<file path="src/rtl/scan_key_loader.sv">
// scan_key_loader: turns PS/2 set-2 make codes into hex digits, assembles them
// MSB-first into a cipher key and hands the key over a valid/ack handshake.

module scan_to_ascii (
   input  logic [7:0] scan_i,
   output logic [7:0] ascii_o
);

   // Only hex-digit keys are mapped; anything else reads back as 'x'.
   always_comb begin
      case (scan_i)
         8'h45:   ascii_o = 8'h30;
         8'h16:   ascii_o = 8'h31;
         8'h1E:   ascii_o = 8'h32;
         8'h26:   ascii_o = 8'h33;
         8'h25:   ascii_o = 8'h34;
         8'h2E:   ascii_o = 8'h35;
         8'h36:   ascii_o = 8'h36;
         8'h3D:   ascii_o = 8'h37;
         8'h3E:   ascii_o = 8'h38;
         8'h46:   ascii_o = 8'h39;
         8'h1C:   ascii_o = 8'h41;
         8'h32:   ascii_o = 8'h42;
         8'h21:   ascii_o = 8'h43;
         8'h23:   ascii_o = 8'h44;
         8'h24:   ascii_o = 8'h45;
         8'h2B:   ascii_o = 8'h46;
         default: ascii_o = 8'h78;
      endcase
   end

endmodule

module scan_key_loader #(
   parameter int NUM_DIGITS = 16,
   parameter int CNT_W      = 5
) (
   input  logic                    clk_i,
   input  logic                    reset_i,
   input  logic                    scan_valid_i,
   input  logic [7:0]              scan_code_i,
   input  logic                    key_ack_i,
   output logic [4*NUM_DIGITS-1:0] key_o,
   output logic                    key_valid_o,
   output logic [CNT_W-1:0]        digit_count_o,
   output logic [7:0]              ascii_out_o,
   output logic                    ascii_valid_o,
   output logic                    err_o
);

   localparam int KEY_W = 4 * NUM_DIGITS;
   localparam logic [7:0] BREAK_CODE = 8'hF0;
   localparam logic [7:0] BKSP_CODE  = 8'h66;
   localparam logic [CNT_W-1:0] FULL_COUNT = CNT_W'(NUM_DIGITS);

   typedef enum logic [1:0] {
      COLLECT,
      BREAK,
      FULL
   } state_e;

   state_e             state_q, state_d;
   logic [KEY_W-1:0]   key_q, key_d;
   logic               key_valid_q, key_valid_d;
   logic [CNT_W-1:0]   count_q, count_d;
   logic [7:0]         ascii_q, ascii_d;
   logic               ascii_valid_q, ascii_valid_d;
   logic               err_q, err_d;

   logic [7:0]         lookup;
   logic               is_digit;
   logic               is_letter;
   logic               is_hex;
   logic [3:0]         nibble;
   logic [CNT_W-1:0]   count_inc;
   logic               is_break;
   logic               is_bksp;

   scan_to_ascii u_lookup (
      .scan_i  (scan_code_i),
      .ascii_o (lookup)
   );

   // Letters 'A'..'F' have low nibbles 1..6, so adding 9 gives ascii - 8'h37.
   always_comb begin
      is_digit  = (lookup >= 8'h30) && (lookup <= 8'h39);
      is_letter = (lookup >= 8'h41) && (lookup <= 8'h46);
      is_hex    = is_digit || is_letter;
      nibble    = is_letter ? (lookup[3:0] + 4'd9) : lookup[3:0];
      count_inc = count_q + CNT_W'(1);
      is_break  = (scan_code_i == BREAK_CODE);
      is_bksp   = (scan_code_i == BKSP_CODE);
   end

   always_ff @(posedge clk_i) begin
      if (reset_i) begin
         state_q <= COLLECT;
      end else begin
         state_q <= state_d;
      end
   end

   always_comb begin
      state_d = state_q;
      case (state_q)
         COLLECT: begin
            if (scan_valid_i) begin
               if (is_break) begin
                  state_d = BREAK;
               end else if (!is_bksp && is_hex && (count_inc == FULL_COUNT)) begin
                  state_d = FULL;
               end
            end
         end
         BREAK: begin
            if (scan_valid_i && !is_break) begin
               state_d = COLLECT;
            end
         end
         FULL: begin
            if (key_ack_i) begin
               state_d = COLLECT;
            end
         end
         default: state_d = COLLECT;
      endcase
   end

   // Next values for the registered outputs; ack in FULL wins over any byte.
   always_comb begin
      key_d         = key_q;
      key_valid_d   = key_valid_q;
      count_d       = count_q;
      ascii_d       = ascii_q;
      ascii_valid_d = 1'b0;
      err_d         = 1'b0;
      case (state_q)
         COLLECT: begin
            if (scan_valid_i && !is_break) begin
               if (is_bksp) begin
                  if (count_q != '0) begin
                     key_d   = key_q >> 4;
                     count_d = count_q - CNT_W'(1);
                  end
               end else if (is_hex) begin
                  key_d         = {key_q[KEY_W-5:0], nibble};
                  count_d       = count_inc;
                  ascii_d       = lookup;
                  ascii_valid_d = 1'b1;
                  if (count_inc == FULL_COUNT) begin
                     key_valid_d = 1'b1;
                  end
               end else begin
                  err_d = 1'b1;
               end
            end
         end
         FULL: begin
            if (key_ack_i) begin
               key_valid_d = 1'b0;
               count_d     = '0;
            end
         end
         default: ;
      endcase
   end

   always_ff @(posedge clk_i) begin
      if (reset_i) begin
         key_q         <= '0;
         key_valid_q   <= 1'b0;
         count_q       <= '0;
         ascii_q       <= 8'h00;
         ascii_valid_q <= 1'b0;
         err_q         <= 1'b0;
      end else begin
         key_q         <= key_d;
         key_valid_q   <= key_valid_d;
         count_q       <= count_d;
         ascii_q       <= ascii_d;
         ascii_valid_q <= ascii_valid_d;
         err_q         <= err_d;
      end
   end

   assign key_o         = key_q;
   assign key_valid_o   = key_valid_q;
   assign digit_count_o = count_q;
   assign ascii_out_o   = ascii_q;
   assign ascii_valid_o = ascii_valid_q;
   assign err_o         = err_q;

endmodule

</file>
<file path="config.mk">
export PLATFORM = sky130hd
export DESIGN_NAME = scan_key_loader
export DESIGN_NICKNAME = d
export VERILOG_FILES = /design/src/rtl/scan_key_loader.sv
export SDC_FILE = /design/constraint.sdc
export NUM_CORES = 1
export LEC_CHECK = 0
export CELL_PAD_IN_SITES_DETAIL_PLACEMENT = 1
export CELL_PAD_IN_SITES_GLOBAL_PLACEMENT = 1
export CORE_MARGIN = 4
export CORE_UTILIZATION = 37
export DETAILED_ROUTE_END_ITERATION = 16
export GPL_ROUTABILITY_DRIVEN = 0
export GPL_TIMING_DRIVEN = 0
export PLACE_DENSITY = 0.83
export SYNTH_ARGS = -nofsm -noshare
export SYNTH_HDL_FRONTEND = slang
export SYNTH_SLANG_ARGS = --single-unit
export TNS_END_PERCENT = 30
</file>
<file path="constraint.sdc">
create_clock -name clk_i -period 4.2 [get_ports clk_i]
set_input_delay 0.84 -clock clk_i [delete_from_list [all_inputs] [get_ports clk_i]]
set_output_delay 0.84 -clock clk_i [all_outputs]
set_load 0.005 [all_outputs]
</file>
## After elaboration in Yosys (flattened, before gate mapping)

Index checks and enable logic that the tools add are counted.

| operators by class | value |
|---|---|
| reductions and logical operators | 18 |
| $lt $le $gt $ge | 4 |
| multiplexer cells | 25 |
| equality and inequality tests | 32 |
| bitwise logic cells | 3 |
| $add $sub $neg | 3 |

Operators by type and width:

| cell | count |
|---|---|
| 64-bit 2-to-1 mux | 3 |
| 7-bit one-hot mux with 16 select lines | 1 |
| 8-bit by 6-bit == test with 1-bit output (second input constant) | 11 |
| 5-bit 2-to-1 mux | 5 |
| 8-bit by 5-bit == test with 1-bit output (second input constant) | 3 |
| 8-bit by 7-bit == test with 1-bit output (second input constant) | 3 |
| 2-bit inequality test (second input constant) | 7 |
| 4-bit AND reduction | 3 |
| 2-bit 2-to-1 mux | 5 |
| 5-bit one-hot mux with 2 select lines | 1 |
| 3-bit inequality test (second input constant) | 3 |
| 8-bit == test (second input constant) | 1 |
| 8-bit by 6-bit >= comparator with 1-bit output (second input constant) | 1 |
| 8-bit by 7-bit >= comparator with 1-bit output (second input constant) | 1 |
| 8-bit by 6-bit <= comparator with 1-bit output (second input constant) | 1 |
| 8-bit by 7-bit <= comparator with 1-bit output (second input constant) | 1 |
| 1-bit 2-to-1 mux | 7 |
| 2-bit one-hot mux with 3 select lines | 1 |
| 6-bit AND reduction | 1 |
| 5-bit by 1-bit adder with 5-bit output (second input constant) | 1 |
| 5-bit == test (second input constant) | 1 |
| 1-bit logical AND | 5 |
| 5-bit AND reduction | 1 |
| 5-bit nonzero test | 1 |
| other kinds (13) | 17 |

| storage, ports and cells | value |
|---|---|
| flip-flop bits (word level) | 82 |
| word-level logic and storage cells | 92 |
| input port bits | 12 |
| output and inout port bits | 80 |

## Depth between registers and ports, before layout

| depth | value |
|---|---|
| depth after elaboration | 11 |
| gate-level depth with buffers | 17 |

## Cells and area by module

A second synthesis with hierarchy kept.

| second synthesis, totals | value |
|---|---|
| cells, all modules | 543 |
| area total of the unflattened synthesis | 4608.2 µm² |

By module, submodules not included:

| module | cells an instance | times used | area each (µm²) |
|---|---|---|---|
| scan_key_loader | 481 | 1 | 4192.8 |
| scan_to_ascii | 62 | 1 | 415.4 |

## Worst setup path before layout

Ideal clock, no wire load.

| path | value |
|---|---|
| path type | input -> register |
| start | in scan_code_i[5] |
| end | reg key_q[60], in the netlist key_o[60] |
| setup time | 128 ps |
| arrival time | 3457 ps |
| cell stages on the path | 15 |
| buffers on the path | 3 |
| slack | 615 ps |
| path through | buf_2 > or3b_1 > o211ai_1 > nand3_1 > o21ai_0 > inv_1 > ha_1 > or2_2 > o21bai_1 > a31oi_1 > and2_1 > buf_2 > buf_2 > a22oi_1 > nor2_1 |

| between the ends | value |
|---|---|
| longest elaborated chain between the ends | 7 |
| elaborated cells between the ends (all ways) | 32 |
| those cells by class | order compare (4); eq/ne (19); mux (2); reduce/logical (7) |

Ends and longest elaborated chain:

| item | RTL line | source |
|---|---|---|
| start: declaration | 41 | `input logic [7:0] scan_code_i,` |
| 8-bit by 6-bit == test with 1-bit output (tied with other cells) | 11 | `case (scan_i)` |
| 7-bit one-hot mux with 16 select lines (*) | 11 |  |
| named net lookup[0] | 70 | `logic [7:0] lookup;` |
| 8-bit by 6-bit >= comparator with 1-bit output (tied with other cells) | 86 | `is_digit = (lookup >= 8'h30) && (lookup <= 8'h39);` |
| 1-bit logical AND, on equally long branches | 86, 87 |  |
| 1-bit logical OR (*) | 88 | `is_hex = is_digit \|\| is_letter;` |
| 2-bit nonzero test (no source line) (*) | n/a |  |
| 4-bit AND reduction (no source line) (*) | n/a |  |
| end signal: assignment | 177 | `key_q <= key_d;` |
| end: declaration | 63 | `logic [KEY_W-1:0] key_q, key_d;` |

Mark *: on every way through the listed nets, which the timed path passes. The rest lies on a longest branch.
A chain may end at the register's enable or synchronous reset.

## Worst setup path in the final report

| path | value |
|---|---|
| start | in scan_code_i[5] |
| end | reg key_q[62], in the netlist key_o[62] |

Same word-level chain as after synthesis.

==> run_results.csv <==
group,metric,value,unit
outcome,status,"finished, final reports clean",
power_and_ir_drop,total_power,0.00192,W
drt,drc_errors,0,
setup_path,crit_family,"simple AND/OR/NAND/NOR gates",
min_path,hp-class,"reg2reg",
floorplan,fp.dieArea,13000,sq um
drt,vias,4432,
setup_path,cp_common_cell,"buf_2",
synth,yosysSeqAreaShare,38.4,%
floorplan,die_y,114,um
drt,dr.first_iter.drc_count,227,
timing,finalCritPeriodShare,93.8,%
power_and_ir_drop,ir_drop,0.174,mV
floorplan,ioPinCount,92,
timing,worst_pin_slew,1040,ps
timing,fin_worst_skew,4.94,ps
clock_tree,h-tree-depth,3,
setup_path,startpoint_type,"input port",
clock_tree,cts_tree,"done",
layout,final_cell_mix,"nand2_1, clkdlybuf4s50_1, dfxtp_1",
drt,ant_nets,0,
layout,drive_gt1_share,8.96,%
floorplan,die_w,114,um
synth,async_reset_ff_share,0,%
clock_tree,numCtsBuffers,9,
layout,nNetsFinal,650,
setup_path,critical_path_class,"in2reg",
clock_tree,clockBufferDepth,2,
timing,finalSetupViolCount,0,
power_and_ir_drop,power_density,344,nW/um^2
power_and_ir_drop,p_leak,1.74,nW
global_routing,overflow,0,
synth,yosysWarnings,0,
synth,ys_types,62,
synth,syn_area_per_cell,7.80,sq um
timing,hold_violations,0,
setup_path,crit_chain,"clkdlybuf4s50_1, buf_2, or3b_4, o211ai_1, nand3_1, o21ai_4, inv_1, ha_1, or2_2, o21bai_1, a31oi_2, and2_1, buf_2, buf_2, a22oi_1, nor2_1",
drt,drt-pass1-iter-count,4,
setup_path,path_buf_inv,5,
timing,slew_viol_final,0,
floorplan,coreArea,10900,sq um
drt,post_drt_via_cell_ratio,5.71,
layout,antenna_cells,0,
placed_design,placed_cell_area,5210,sq um
clock_tree,clock_sinks,80,
setup_path,required,4400,ps
timing,rsz0062_at_grt,"false",
synth,synthCells,534,
synth,synth-main-ff-cell,"dfxtp_1",
floorplan,std_cell_rows,38,
timing,finalSetupTns,0,ps
layout,layout_commonest_cell,"nand2_1",
global_routing,grt_usage,21.9,%
layout,fin_area,5580,sq um
clock_tree,cts_setup_buffers,0,
clock_tree,ctsHoldBuffers,0,
layout,instances_no_fill,776,
global_routing,grt_antenna_before_repair,0,
clock_tree,insertion_delay,340,ps
timing,fin_crit,3940,ps
drt,routedWlPerCell,18.4,um
global_routing,grt_pass1_wl,23100,um
setup_path,crit_fanout,10,
synth,syn_area,4170,sq um
setup_path,cp.arrival,4140,ps
clock_tree,cts_root_buffer,"clkbuf_16",
global_routing,grt_max_degree,14,
synth,synth_fp_nets,552,
placed_design,place.detailed.hpwl,10400,um
synth,synth_edf_count,0,
placed_design,dp.cells,761,
timing,timing.fmax,254,MHz
placed_design,io_buffers,87,
synth,ys_seq_elements,80,
drt,wirelength,14300,um
global_routing,grt_pass1_vias,4569,
setup_path,crit_path_end_kind,"flop",
setup_path,crit_path_top_delay_cell,"clkdlybuf4s50_1",
job,max-cap-violations,0,
floorplan,start_util,38.1,%
clock_tree,path_clk_slew,60,ps
setup_path,crit_path_max_incr_delay,460,ps
layout,syn2layout_area_growth,34.0,%
timing,slew_headroom,30.1,%
==> report_power, final <==
part / switching, W / internal (W)
Combinational: 0.000108 / 0.0000984
Sequential: 0.0000279 / 0.000783
Clock: 0.000325 / 0.000579
Total: 0.000461 / 0.00146
==> worst reg2reg max path: cells and delay by family, from the launching register on <==
family                   cells  cell delay (ps)
AND/OR/NAND/NOR              2              850
AO/OA/AOI/OAI                2              540
buffers and inverters        3              500
flip-flops                   1              410
adder cells (fa/ha/maj)      1              160
==> final timing paths <==
path               startpoint              to  slack (ps)  cells after the start
max reg2reg  digit_count_o[1]       key_o[54]        1650                      8
min reg2reg    ascii_out_o[2]  ascii_out_o[2]         450                      2
max            scan_code_i[5]       key_o[62]         260                     16
min            ascii_out_o[2]  ascii_out_o[2]         450                      2
==> routing by layer <==
| metal | part of all wire [%] | global-route usage (%) | up-vias |
|---|---|---|---|
| li1 | - | - | 2104 |
| met1 | 46 | 28.7 | 2198 |
| met2 | 49 | 37.4 | 109 |
| met3 | 3.6 | 3.01 | 21 |
| met4 | 1.7 | 6.89 | 0 |
| met5 | 0 | 0 | - |
==> cells by family (layout without fill, tap and decap cells) <==
| logic type | Yosys count | after routing | synth area share, % |
|---|---|---|---|
| AND/OR/NAND/NOR | 256 | 256 | 27.4 |
| AO/OA/AOI/OAI | 122 | 122 | 22.7 |
| flip-flops | 80 | 80 | 38.4 |
| buffers and inverters | 61 | 163 | 7.78 |
| adder cells (fa/ha/maj) | 6 | 6 | 1.80 |
| XOR/XNOR | 5 | 5 | 1.05 |
| multiplexers | 3 | 3 | 0.721 |
| other | 1 | 1 | 0.0900 |
==> cells in the mapped netlist, drive strengths merged (8+ instances only) <==
cell,count,share of area (%)
nand2,128,12
dfxtp,80,38
nor2,73,6.8
a311oi,59,12
buf,26,4.6
clkbuf,24,2.2
a21oi,17,2.0
o21ai,13,1.8
inv,11,0.99
nand2b,9,1.4
nand3,8,0.96
==> state kept, by name, indices dropped and copies added (netlist names) <==
signal and flops:
digit_count_o 5, key_o 64, state_q 2, key_valid_o 1, err_o 1, ascii_out_o 6
ascii_valid_o 1
==> through the flow <==
step	utilization, %	hold WS (ps)	setup slack (ps)
after global placement	47.7	446	-281
after detailed placement	47.7	447	-424
after CTS	50.7	454	54.5
after floorplan	-	416	615
after global routing	51.1	475	16.0
final	51.1	453	259
==> area by class of cell <==
type	instances	area (sq um)
multi-input cells	393	2270
flip-flops and latches	80	1600
plain buffers	50	284
well taps	140	175
inverters	11	41.3
clock buffers	10	229
fillers	1323	5350
repair buffers	87	871
clock inverters	5	106
==> repair_timing <==
action | 4_1_cts | 5_1_grt
gates resized for setup | 1 | 8
setup endpoints to repair | 57 | 71
gates cloned | 0 | 0
No activity file was read; power rests on OpenSTA's default activity.
